`src/rtl/bin_to_bcd_pkg.sv`:
```
// Shared types and constants for the sequential binary-to-BCD converter.
// Holds the FSM state encoding, the digit-adjust constants and the helper
// that sizes the BCD field for a given binary width.
package bin_to_bcd_pkg;

    typedef enum logic [1:0] {
        IDLE  = 2'd0,
        SHIFT = 2'd1,
        DONE  = 2'd2
    } state_e;

    localparam logic [3:0] BCD_ADJ_THRESH = 4'd5;
    localparam logic [3:0] BCD_ADJ_ADD    = 4'd3;

    // Smallest digit count n with 10^n > 2^width-1.
    function automatic int bcd_digits_for(input int width);
        longint unsigned max_val;
        longint unsigned pow10;
        int              n;
        max_val = (64'd1 << width) - 64'd1;
        pow10   = 64'd1;
        n       = 0;
        while (pow10 <= max_val) begin
            pow10 = pow10 * 64'd10;
            n     = n + 1;
        end
        if (n == 0) n = 1;
        return n;
    endfunction

endpackage

```
`src/rtl/bin_to_bcd_seq_if.sv`:
```
// Handshake bundle between the counter domain, the converter and the
// display stage. The converter takes the slave view; the producer/consumer
// side takes the master view.
interface bin_to_bcd_seq_if #(
    parameter int WIDTH  = 8,
    parameter int DIGITS = 3
);
    logic [WIDTH-1:0]    bin_in;
    logic                in_valid;
    logic                in_ready;
    logic [4*DIGITS-1:0] bcd_out;
    logic                out_valid;
    logic                out_ready;

    modport master (
        output bin_in, in_valid, out_ready,
        input  in_ready, bcd_out, out_valid
    );

    modport slave (
        input  bin_in, in_valid, out_ready,
        output in_ready, bcd_out, out_valid
    );
endinterface

```
`src/rtl/bin_to_bcd_seq_digit_adj.sv`:
```
// Double-dabble digit correction: a BCD digit of 5 or more gets +3 so the
// following left shift carries correctly into the next digit.
module bcd_digit_adj
    import bin_to_bcd_pkg::*;
(
    input  logic [3:0] i_digit,
    output logic [3:0] o_digit
);
    assign o_digit = (i_digit >= BCD_ADJ_THRESH) ? (i_digit + BCD_ADJ_ADD) : i_digit;
endmodule

```
`src/rtl/bin_to_bcd_seq.sv`:
```
// Sequential binary-to-packed-BCD converter, one shift per clock.
// State table:
//   IDLE  | in_ready high, waiting for a sample
//   SHIFT | adjust-then-shift, one binary bit per edge
//   DONE  | result held on bcd_out until the consumer takes it
// Optional macro BIN_TO_BCD_CHANGE_DETECT_EN: drop a sample equal to the last
// accepted one, so a saturated upstream counter does not retrigger the engine.
module bin_to_bcd_seq
    import bin_to_bcd_pkg::*;
#(
    parameter int WIDTH  = 8,
    parameter int DIGITS = 3
) (
    input  logic                  clck,
    input  logic                  rst,
    bin_to_bcd_seq_if.slave       bus
);
    localparam int SR_W  = 4*DIGITS + WIDTH;
    localparam int BCD_W = 4*DIGITS;
    localparam int CNT_W = $clog2(WIDTH+1);

    localparam logic [1:0] S_IDLE  = IDLE;
    localparam logic [1:0] S_SHIFT = SHIFT;
    localparam logic [1:0] S_DONE  = DONE;

    if (DIGITS < bcd_digits_for(WIDTH)) begin : g_bad_digits
        $error("bin_to_bcd_seq: DIGITS too small to hold 2^WIDTH-1");
    end

    logic [1:0]       r_state;
    logic [SR_W-1:0]  r_sr;
    logic [CNT_W-1:0] r_cnt;
    logic [BCD_W-1:0] r_bcd;

    logic [SR_W-1:0]  w_adj;
    logic [SR_W-1:0]  w_shift;
    logic             w_last;
    logic             w_start;

    // All digits are corrected in parallel before the shift.
    for (genvar g = 0; g < DIGITS; g++) begin : g_adj
        bcd_digit_adj u_adj (
            .i_digit (r_sr[WIDTH + 4*g +: 4]),
            .o_digit (w_adj[WIDTH + 4*g +: 4])
        );
    end

    assign w_adj[WIDTH-1:0] = r_sr[WIDTH-1:0];
    assign w_shift          = {w_adj[SR_W-2:0], 1'b0};
    assign w_last           = (r_cnt == CNT_W'(WIDTH-1));

`ifdef BIN_TO_BCD_CHANGE_DETECT_EN
    logic [WIDTH-1:0] r_last;
    logic             r_last_vld;
    logic             w_dup;

    assign w_dup   = r_last_vld && (bus.bin_in == r_last);
    assign w_start = bus.in_valid && !w_dup;

    // Remember the last value that actually started a conversion.
    always_ff @(posedge clck or posedge rst) begin
        if (rst) begin
            r_last     <= '0;
            r_last_vld <= 1'b0;
        end else if (r_state == S_IDLE && w_start) begin
            r_last     <= bus.bin_in;
            r_last_vld <= 1'b1;
        end
    end
`else
    assign w_start = bus.in_valid;
`endif

    // Control FSM and shift engine; reset aborts any conversion in flight.
    always_ff @(posedge clck or posedge rst) begin
        if (rst) begin
            r_state <= S_IDLE;
            r_sr    <= '0;
            r_cnt   <= '0;
            r_bcd   <= '0;
        end else begin
            case (r_state)
                S_IDLE: begin
                    if (w_start) begin
                        r_sr    <= {{BCD_W{1'b0}}, bus.bin_in};
                        r_cnt   <= '0;
                        r_state <= S_SHIFT;
                    end
                end
                S_SHIFT: begin
                    r_sr  <= w_shift;
                    r_cnt <= r_cnt + CNT_W'(1);
                    if (w_last) begin
                        r_bcd   <= w_shift[SR_W-1 -: BCD_W];
                        r_state <= S_DONE;
                    end
                end
                S_DONE: begin
                    if (bus.out_ready) r_state <= S_IDLE;
                end
                default: r_state <= S_IDLE;
            endcase
        end
    end

    assign bus.in_ready  = (r_state == S_IDLE);
    assign bus.out_valid = (r_state == S_DONE);
    assign bus.bcd_out   = r_bcd;

endmodule

```
`src/flat_wrapper.sv`:
```
// flat-port wrapper written by rule: the top's interface ports become plain ports
module bin_to_bcd_seq_flat import bin_to_bcd_pkg::*;
#(
    parameter int WIDTH  = 8,
    parameter int DIGITS = 3
)
  (clck, rst, bus_bin_in, bus_in_valid, bus_out_ready, bus_in_ready, bus_bcd_out, bus_out_valid);
  bin_to_bcd_seq_if #(.WIDTH(WIDTH), .DIGITS(DIGITS)) bus_i ();
  input  logic clck;
  input  logic rst;
  input wire logic [$bits(bus_i.bin_in)-1:0] bus_bin_in;
  input wire logic [$bits(bus_i.in_valid)-1:0] bus_in_valid;
  input wire logic [$bits(bus_i.out_ready)-1:0] bus_out_ready;
  output wire logic [$bits(bus_i.in_ready)-1:0] bus_in_ready;
  output wire logic [$bits(bus_i.bcd_out)-1:0] bus_bcd_out;
  output wire logic [$bits(bus_i.out_valid)-1:0] bus_out_valid;
  assign bus_i.bin_in = bus_bin_in;
  assign bus_i.in_valid = bus_in_valid;
  assign bus_i.out_ready = bus_out_ready;
  assign bus_in_ready = bus_i.in_ready;
  assign bus_bcd_out = bus_i.bcd_out;
  assign bus_out_valid = bus_i.out_valid;
  bin_to_bcd_seq #(.WIDTH(WIDTH), .DIGITS(DIGITS)) u_core (.clck(clck), .rst(rst), .bus(bus_i));
endmodule
```
`config.mk`:
```
export PLATFORM = sky130hd
export DESIGN_NAME = bin_to_bcd_seq_flat
export DESIGN_NICKNAME = d
export VERILOG_FILES = /design/src/rtl/bin_to_bcd_pkg.sv /design/src/rtl/bin_to_bcd_seq_if.sv /design/src/rtl/bin_to_bcd_seq_digit_adj.sv /design/src/rtl/bin_to_bcd_seq.sv /design/src/flat_wrapper.sv
export SDC_FILE = /design/constraint.sdc
export NUM_CORES = 1
export LEC_CHECK = 0
export CAP_MARGIN = 20
export CORE_MARGIN = 4
export CORE_UTILIZATION = 54
export DETAILED_ROUTE_END_ITERATION = 16
export GPL_TIMING_DRIVEN = 0
export PLACE_DENSITY = 0.79
export SYNTH_ARGS = -nofsm -noshare
export SYNTH_HDL_FRONTEND = slang
export SYNTH_HIERARCHICAL = 1
export SYNTH_SLANG_ARGS = --single-unit
export TNS_END_PERCENT = 100
```
`constraint.sdc`:
```
create_clock -name clck -period 1.8 [get_ports clck]
set_input_delay 0.36 -clock clck [delete_from_list [all_inputs] [get_ports clck]]
set_output_delay 0.36 -clock clck [all_outputs]
set_load 0.05 [all_outputs]
```
==> insert_results.sql, run 1 <==
INSERT INTO impl_metrics (metric_group, metric, value, unit) VALUES
('die', 'die_w', '66.8', 'microns'),
('route', 'routed-via-count', '1379', ''),
('route', 'ant_nets', '0', ''),
('sta', 'timing.final.crit_period', '1720', 'ps'),
('grt', 'track_usage', '0.206', ''),
('clock_network', 'clock_tree_root_buffer_cell', 'sky130_fd_sc_hd__clkbuf_4', ''),
('clock_network', 'cts_inserted_buffers', '5', ''),
('die', 'placement_rows', '21', ''),
('logic_synthesis', 'netlist_instances', '170', ''),
('sta', 'hold_violation_total_from_the_final_report', '0', ''),
('worst_setup_path', 'critical_path_class', 'reg -> out', ''),
('die', 'floorplan.initialDensity', '0.559', ''),
('clock_network', 'clkLatencyLatePin', '350', 'ps'),
('sta', 'rsz0062_at_grt', 'false', ''),
('clock_network', 'cts.sink_count', '38', ''),
('sta', 'setup_viol', '0', ''),
('worst_setup_path', 'end_kind', 'output port', ''),
('clock_network', 'postCtsHoldBufs', '0', ''),
('sta', 'totalNegativeSetupSlack', '0', 'ps'),
('grt', 'grt_start_max_net_pins', '25', ''),
('die', 'boundaryPins', '26', ''),
('grt', 'antenna_found_initial', '0', ''),
('layout', 'syn2layout_area_growth', '20.6', '%'),
('place', 'place_hpwl', '2840', 'microns'),
('worst_setup_path', 'critPathLaunchType', 'flip-flop', ''),
('layout', 'antenna_cells', '0', ''),
('logic_synthesis', 'synth_area', '0.00187', 'sq mm'),
('power', 'leakage', '1.08', 'nW'),
('place', 'gp_congestion', '0.764', ''),
('clock_network', 'clock_tree_from_tritoncts', 'yes', ''),
('power', 'fin_total_pwr', '4.40', 'mW'),
('grt', 'grt_overflow_total', '0', ''),
('power', 'peakVddDrop', '958', 'uV'),
('sta', 'worst_slew_pin_slew', '688', 'ps'),
('grt', 'grt_first_pass_wirelength', '6670', 'microns'),
('worst_setup_path', 'critical_path_required', '1440', 'ps'),
('sta', 'slew_viol_final', '0', ''),
('power', 'power_density', '1950', 'mW/mm^2'),
('route', 'initial_drt_pass_iterations', '4', ''),
('logic_synthesis', 'number_of_warnings_printed_during_yosys_synthesis', '6', ''),
('logic_synthesis', 'syn_nets', '189', ''),
('route', 'wl_per_cell', '15.6', 'microns'),
('die', 'die-area', '0.00446', 'sq mm'),
('layout', 'finalCoreUtilization', '0.674', ''),
('flow_run', 'timing.max_cap.violations', '0', ''),
('place', 'placement.io_buffers', '24', ''),
('route', 'wirelength', '3890', 'microns'),
('sta', 'maxSlewHeadroom', '0.541', ''),
('clock_network', 'cts.path.max_buffers', '2', ''),
('die', 'design.core.area', '0.00334', 'sq mm'),
('sta', 'clock.fmax', '581', 'MHz'),
('route', 'detail_route.iter0.violations', '110', ''),
('grt', 'grt_pass1_vias', '1445', ''),
('sta', 'period_share', '0.956', ''),
('route', 'detail_route.vias_per_cell', '5.54', ''),
('logic_synthesis', 'average_cell_area_after_synthesis', '11.0', 'sq um'),
('layout', 'filler_cell_count', '283', ''),
('worst_setup_path', 'worstPathArrival', '1360', 'ps'),
('clock_network', 'cts.clk_slew.worst_paths', '120', 'ps'),
('clock_network', 'cts-htree-levels', '2', ''),
('status', 'run_status', 'completed', ''),
('die', 'floorplan.die.height', '66.8', 'microns'),
('route', 'drc', '0', ''),
('layout', 'post_route_cells_drive_above_1_share', '0.182', ''),
('layout', 'nets', '221', ''),
('worst_setup_path', 'critical_path_peak_fanout', '10', ''),
('sta', 'worst_clock_skew', '12.7', 'ps'),
('hold_path', 'hold_class', 'in -> async', '');
metal layers:
| layer | part of all wire | track usage |
|---|---|---|
| met3 | 0.044 | 0.0455 |
| met5 | 0 | 0 |
| met2 | 0.52 | 0.355 |
| met1 | 0.41 | 0.233 |
| met4 | 0.021 | 0.119 |
per-stage QoR:
step | setup WS [ps] | cells | area, sq um | hold WS (ps)
4_1_cts | 27.2 | 249 | 2250 | 409
3_5_place_dp | -217 | 241 | 2190 | 496
5_1_grt | 1.19 | 249 | 2250 | 433
6_report | 78.4 | 249 | 2250 | 401
2_1_floorplan | 155 | 170 | 1870 | 465
3_3_place_gp | -190 | 240 | 2160 | 483
layout make-up:
class / count / area (sq um) / share of cell area
flip-flops and latches: 38 / 952 / 0.423
multi-input cells: 117 / 846 / 0.376
repair buffers: 25 / 245 / 0.109
well taps: 46 / 57.6 / 0.0256
plain buffers: 7 / 41.3 / 0.0184
clock inverters: 3 / 40.0 / 0.0178
clock buffers: 5 / 37.5 / 0.0167
inverters: 8 / 30.0 / 0.0133
where the power goes:
group	switching, mW	internal (mW)	total, mW
clock network	0.279	0.288	0.566
registers	0.325	1.23	1.56
logic	1.34	0.933	2.27
final timing paths:
| path | cells past startpoint | from | slack (ps) | to |
|---|---|---|---|---|
| setup / recovery | 3 | u_core/r_state[0]$_DFFE_PP0P_ | 80 | bus_in_ready |
| hold / removal | 2 | rst | 400 | u_core/r_sr[10]$_DFFE_PP0P_ |
| setup reg to reg | 5 | u_core/r_cnt[1]$_DFFE_PP0P_ | 170 | u_core/bus.bcd_out[6]$_DFFE_PP0P_ |
| hold reg to reg | 1 | u_core/bus.bcd_out[1]$_DFFE_PP0P_ | 510 | u_core/bus.bcd_out[1]$_DFFE_PP0P_ |
| min in group clck | 4 | bus_in_valid | 480 | u_core/r_sr[6]$_DFFE_PP0P_ |
| max in group asynchronous | 3 | rst | 830 | u_core/r_state[0]$_DFFE_PP0P_ |
state kept, by name (all words and copies together) (netlist names):
signal	flops
u_core/r_cnt	4
u_core/r_state	2
u_core/bus.bcd_out	12
u_core/r_sr	20
worst max-delay path, stage by stage (launching register included):
cell	delay, ps
sky130_fd_sc_hd__dfrtp_2	480
sky130_fd_sc_hd__clkbuf_2	200
sky130_fd_sc_hd__nor2_1	130
sky130_fd_sc_hd__buf_4	200
cell usage in the layout (no fill, tap or decap), types with 8 or more instances in the layout:
master and count:
sky130_fd_sc_hd__clkdlybuf4s50_1 10, sky130_fd_sc_hd__a22o_1 13, sky130_fd_sc_hd__mux2_2 12, sky130_fd_sc_hd__nor2b_1 8, sky130_fd_sc_hd__inv_1 8, sky130_fd_sc_hd__o21ai_0 13
sky130_fd_sc_hd__dlygate4sd2_1 12, sky130_fd_sc_hd__a21oi_1 9, sky130_fd_sc_hd__dfrtp_1 37, sky130_fd_sc_hd__nand2_1 16
repair_timing:
action,4_1_cts,5_1_grt
resized for setup,25,1
setup endpoints to repair,14,1
buffers inserted,0,0
(Power assumes the default switching activity.)
==> run 2: changes to the inputs <==
--- a/config.mk
+++ b/config.mk
@@ -10,7 +10,8 @@
 export CORE_UTILIZATION = 54
 export DETAILED_ROUTE_END_ITERATION = 16
 export GPL_TIMING_DRIVEN = 0
-export PLACE_DENSITY = 0.79
+export MAX_ROUTING_LAYER = met4
+export PLACE_DENSITY = 0.83
 export SYNTH_ARGS = -nofsm -noshare
 export SYNTH_HDL_FRONTEND = slang
 export SYNTH_HIERARCHICAL = 1
==> run 2 against run 1 <==
Net effect:
- register-to-register slack improved by 20 ps
- first-iteration DRC count down 40%
- setup slack improved by 31 ps
- die area is the same
- sequential power about the same
- routed wire length decreased by 2.5%
- clock skew shrank 3.0 ps
- cell area about the same
- highest routed layer unchanged
- critical path depth stayed put
==> insert_results.sql, run 2 (same netlist as run 1, synthesis figures left out) <==
INSERT INTO impl_metrics (metric_group, metric, value, unit) VALUES
('status', 'run_status', 'completed', ''),
('die', 'die-area', '0.00446', 'sq mm'),
('die', 'boundaryPins', '26', ''),
('clock_network', 'cts_inserted_buffers', '5', ''),
('layout', 'finalCoreUtilization', '0.675', ''),
('die', 'die_w', '66.8', 'microns'),
('worst_setup_path', 'critical_path_peak_fanout', '10', ''),
('place', 'gp_congestion', '0.805', ''),
('sta', 'timing.final.crit_period', '1690', 'ps'),
('layout', 'syn2layout_area_growth', '20.7', '%'),
('die', 'placement_rows', '21', ''),
('layout', 'post_route_cells_drive_above_1_share', '0.185', ''),
('grt', 'grt_overflow_total', '0', ''),
('die', 'design.core.area', '0.00334', 'sq mm'),
('sta', 'totalNegativeSetupSlack', '0', 'ps'),
('layout', 'filler_cell_count', '292', ''),
('worst_setup_path', 'critPathLaunchType', 'flip-flop', ''),
('route', 'wl_per_cell', '15.1', 'microns'),
('worst_setup_path', 'regToRegStartpoint', 'u_core/r_cnt[0]$_DFFE_PP0P_', ''),
('worst_setup_path', 'critical_path_class', 'reg -> out', ''),
('layout', 'layout.cells.most_common', 'sky130_fd_sc_hd__dfrtp_1', ''),
('place', 'placement.io_buffers', '24', ''),
('clock_network', 'postCtsHoldBufs', '0', ''),
('sta', 'maxSlewHeadroom', '0.474', ''),
('worst_setup_path', 'end_kind', 'output port', ''),
('layout', 'antenna_cells', '0', ''),
('hold_path', 'hold_class', 'in -> async', ''),
('route', 'drc', '0', ''),
('worst_setup_path', 'worst_r2r_dst', 'u_core/bus.bcd_out[2]$_DFFE_PP0P_', ''),
('clock_network', 'cts-htree-levels', '2', ''),
('grt', 'grt_start_max_net_pins', '21', ''),
('clock_network', 'clock_tree_from_tritoncts', 'yes', ''),
('clock_network', 'clock_tree_root_buffer_cell', 'sky130_fd_sc_hd__clkbuf_4', ''),
('worst_setup_path', 'worstPathArrival', '1330', 'ps'),
('sta', 'clock.fmax', '592', 'MHz'),
('worst_setup_path', 'critical_path_required', '1440', 'ps'),
('grt', 'grt_first_pass_wirelength', '6490', 'microns'),
('worst_setup_path', 'ff2ff_path_depth', '5', ''),
('route', 'detail_route.iter0.violations', '66', ''),
('route', 'initial_drt_pass_iterations', '4', ''),
('route', 'detail_route.vias_per_cell', '5.54', ''),
('layout', 'mostFrequentLayoutCells', 'sky130_fd_sc_hd__dfrtp_1, sky130_fd_sc_hd__nand2_1, sky130_fd_sc_hd__a22o_1, sky130_fd_sc_hd__o21ai_0', ''),
('die', 'floorplan.die.height', '66.8', 'microns'),
('grt', 'grt_pass1_vias', '1395', ''),
('sta', 'setup_viol', '0', ''),
('route', 'routed-via-count', '1391', ''),
('sta', 'worst_slew_pin_slew', '788', 'ps'),
('power', 'power_density', '1920', 'mW/mm^2'),
('layout', 'largest_register_ffs', '20', ''),
('sta', 'period_share', '0.939', ''),
('clock_network', 'clkLatencyLatePin', '340', 'ps'),
('sta', 'hold_violation_total_from_the_final_report', '0', ''),
('grt', 'track_usage', '0.204', ''),
('sta', 'slew_viol_final', '0', ''),
('worst_setup_path', 'r2r_setup_slack', '190', 'ps'),
('route', 'wirelength', '3790', 'microns'),
('flow_run', 'timing.max_cap.violations', '0', ''),
('layout', 'nets', '223', ''),
('sta', 'rsz0062_at_grt', 'false', ''),
('layout', 'top_register', 'u_core/r_sr', ''),
('die', 'floorplan.initialDensity', '0.559', ''),
('place', 'place_hpwl', '2820', 'microns'),
('clock_network', 'cts.path.max_buffers', '2', ''),
('power', 'leakage', '1.08', 'nW'),
('route', 'ant_nets', '0', ''),
('clock_network', 'cts.clk_slew.worst_paths', '110', 'ps'),
('clock_network', 'cts.sink_count', '38', ''),
('sta', 'worst_clock_skew', '9.72', 'ps'),
('grt', 'antenna_found_initial', '0', ''),
('power', 'peakVddDrop', '1020', 'uV');
[run 2: changes by cell type in the layout (fill, tap and decap cells not counted), sizes merged]
cell / change
buf: +3
bufinv: -1
clkbuf: +1
clkinv: -1
[run 2: repair_timing]
action | 4_1_cts | 5_1_grt
gates resized for setup | 25 | 3
buffers inserted | 0 | 2
endpoints found under the setup margin | 14 | 2
[run 2: metal layers]
layer,vias up,track usage,part of all wire
li1,665,-,-
met1,678,0.214,0.41
met2,40,0.360,0.52
met3,8,0.0641,0.059
met4,0,0.0685,0.016
met5,-,-,0
[run 2: worst max-delay path: stages, from the launching register on]
cell and delay, ps:
sky130_fd_sc_hd__dfrtp_2 460, sky130_fd_sc_hd__buf_2 190, sky130_fd_sc_hd__nor2_1 160, sky130_fd_sc_hd__buf_6 180
[run 2: layout make-up]
class                      instances  area (sq um)  share of cell area
sequential                        38           952               0.423
multi-input combinational        117           846               0.376
timing repair buffer              27           264               0.117
tap                               46          57.6              0.0256
clock buffer                       7          55.1              0.0245
buffer                             7          41.3              0.0183
inverter                           8          30.0              0.0133
clock inverter                     1          5.00             0.00222
[run 2: how the worst max path moves through the flow]
stage / endpoint / from / slack [ps]
detailed placement: bus_in_ready / u_core/r_state[0]$_DFFE_PP0P_ / -240
finish: bus_in_ready / u_core/r_state[0]$_DFFE_PP0P_ / 110
global placement: bus_in_ready / u_core/r_state[0]$_DFFE_PP0P_ / -180
floorplan: bus_in_ready / u_core/r_state[0]$_DFFE_PP0P_ / 150
global route: bus_in_ready / u_core/r_state[0]$_DFFE_PP0P_ / 30
CTS: bus_in_ready / u_core/r_state[0]$_DFFE_PP0P_ / 20
[run 2: through the flow]
step	total power [mW]	instance area, sq um	setup WS (ps)	instances	hold slack, ps
after floorplan	3.26	1870	155	170	465
after global placement	3.77	2160	-178	240	483
after detailed placement	3.92	2190	-235	241	493
after CTS	4.30	2230	22.1	249	477
after global routing	4.64	2250	27.1	251	513
final	4.31	2250	110	251	461
[run 2: power breakdown]
group | internal, mW | switching (mW) | leakage, nW | total, mW
clock network | 0.189 | 0.267 | 0.0353 | 0.456
logic | 0.965 | 1.35 | 0.558 | 2.32
registers | 1.23 | 0.305 | 0.484 | 1.54
==> patch, RTL diff (config.mk and constraints of run 1) <==
Add a define of `BIN_TO_BCD_CHANGE_DETECT_EN`.
--- a/src/rtl/bin_to_bcd_seq.sv
+++ b/src/rtl/bin_to_bcd_seq.sv
@@ -5,6 +5,8 @@
 //   DONE  | result held on bcd_out until the consumer takes it
 // Optional macro BIN_TO_BCD_CHANGE_DETECT_EN: drop a sample equal to the last
 // accepted one, so a saturated upstream counter does not retrigger the engine.
+`define BIN_TO_BCD_CHANGE_DETECT_EN
+
 module bin_to_bcd_seq
     import bin_to_bcd_pkg::*;
 #(
Behaviour: same outputs for any inputs over 10 cycles, from zero or initial values and one cycle with rst high; that may be too few to reach the edited logic, so the function may still have changed.
==> patch against run 1 <==
  * Die area rose by 24%
  * First-iteration DRC count fell by 18%
  * Sequential cell count rose by 9
  * Total power rose by 12%
  * Register-to-register slack got worse by 0.09 ns
  * Clock power rose by 8.7%
  * Via count rose by 22%
  * Area after synthesis rose by 28%
  * Final area rose by 25%
  * Routed wire length rose by 13%
  * Worst setup slack got worse by 0.013 ns
  * Sequential power rose by 17%
  * Non-clock buffer count rose by 4
  * Critical endpoint unchanged
  * Largest cell class unchanged
==> patch: results (changes against run 1) <==
metric;value;unit;change
outcome;finished, final reports clean;;unchanged
placed inst area;2719;sq um;was 2191 sq um
Setup Viol. Count Final;0;;unchanged
share of cells above drive strength 1;20.37;%;was 18.23%
htree depth;2;;unchanged
Antenna Cells;0;;unchanged
Pre-antenna DRT Iters;4;;unchanged
first-pass GRT wire length;7790;um;was 6665 um
routed vias/inst;5.266;;was 5.538
max FFs per register;20;;unchanged
Skew-Pair Late Insertion Delay;0.30;ns;was 0.35 ns
final layout net count;288;;was 221
Post-DP HPWL;3155;um;was 2842 um
root buffer selected by CTS;clkbuf_8;;was clkbuf_4
Ys Warns;6;;unchanged
met3 usage;3.919;%;was 4.553%
antenna violations before repair;0;;unchanged
PortBufs;25;;was 24
vias in the first global route;1775;;was 1,445
Tot GR Track Use;18.10;%;was 20.63%
peak fanout along the critical path;4;;was 10
Starting DRT DRC Count;90;;was 110
Clock Skews;0.004475;ns;was 0.01274 ns
Most flops, register;u_core/r_sr;;unchanged
leakage power;1.301;nW;was 1.079 nW
peak supply drop;0.001053;V;was 0.0009580 V
pin count of the biggest net entering global routing;33;;was 25
GR Util met1;23.65;%;was 23.26%
Fill cells;336;;was 283
GP Congestion;0.7934;;was 0.7638
synthesized net count;254;;was 189
clock tree buffer depth;2;;unchanged
Avg Cell Area, Syn;10.14;sq um;was 10.97 sq um
met2 Use GR;30.93;%;was 35.52%
routed length per instance;13.74;um;was 15.61 um
Least-Margin Pin Slew;0.5245;ns;was 0.6877 ns
CTS Buf Count;5;;unchanged
HP Class;input pin to asynchronous set/reset pin;;unchanged
Post-Layout Cell Count;320;;was 249
clock slew at the register clock pins of the worst setup and hold paths;0.09;ns;was 0.12 ns
dpl cells;311;;was 241
-- patch: power by group --
group	internal, mW	switching [mW]	total [mW]
Clock	0.266	0.349	0.615
Sequential	1.50	0.329	1.82
Combinational	0.961	1.54	2.50
Total	2.72	2.22	4.94
-- patch: worst paths after layout --
check / cells past startpoint / slack (ns) / to / from
hold / removal: 2 / 0.34 / u_core/r_sr[15] / rst
max in group asynchronous: 3 / 0.98 / u_core/r_cnt[1] / rst
setup reg to reg: 4 / 0.08 / u_core/bus.bcd_out[5] / u_core/r_state[1]
min in group clck: 1 / 0.47 / u_core/r_last_vld / u_core/r_last_vld
hold reg to reg: 1 / 0.47 / u_core/r_last_vld / u_core/r_last_vld
setup / recovery: 2 / 0.07 / bus_in_ready / u_core/r_state[0]
-- patch: cell type report --
cell class	count	share of cell area [%]
flip-flops and latches	47	41.87
plain buffers	9	1.915
multi-input cells	170	40.18
repair buffers	27	9.621
inverters	9	1.203
clock buffers	5	2.450
well taps	50	2.227
clock inverters	3	0.5345
-- patch: critical path: stages, from the launching register on --
cell	delay, ns
dfrtp_1	0.42
nor2_2	0.15
clkdlybuf4s15_1	0.51
-- patch: metal layers --
metal  share of wire, %  wire [um]
met1                 47       2047
met2                 48       2116
met3                5.1        224
met4               0.18          8
met5                  0          0
-- patch: metrics by stage --
step | setup slack [ns] | power [mW] | utilization [%]
finish | 0.06535 | 4.939 | 67.78
global route | 0.003015 | 5.340 | 67.78
CTS | 0.003419 | 4.976 | 67.36
detailed placement | -0.2217 | 4.424 | 65.61
global placement | -0.5991 | 4.323 | 65.13
floorplan | 0.02150 | 3.760 | -
-- patch: repair_timing --
item	in CTS	in global routing
gates resized for setup	15	3
setup buffers	0	1
endpoints found under the setup margin	15	3
hold buffers	0	0
pin swaps	0	1
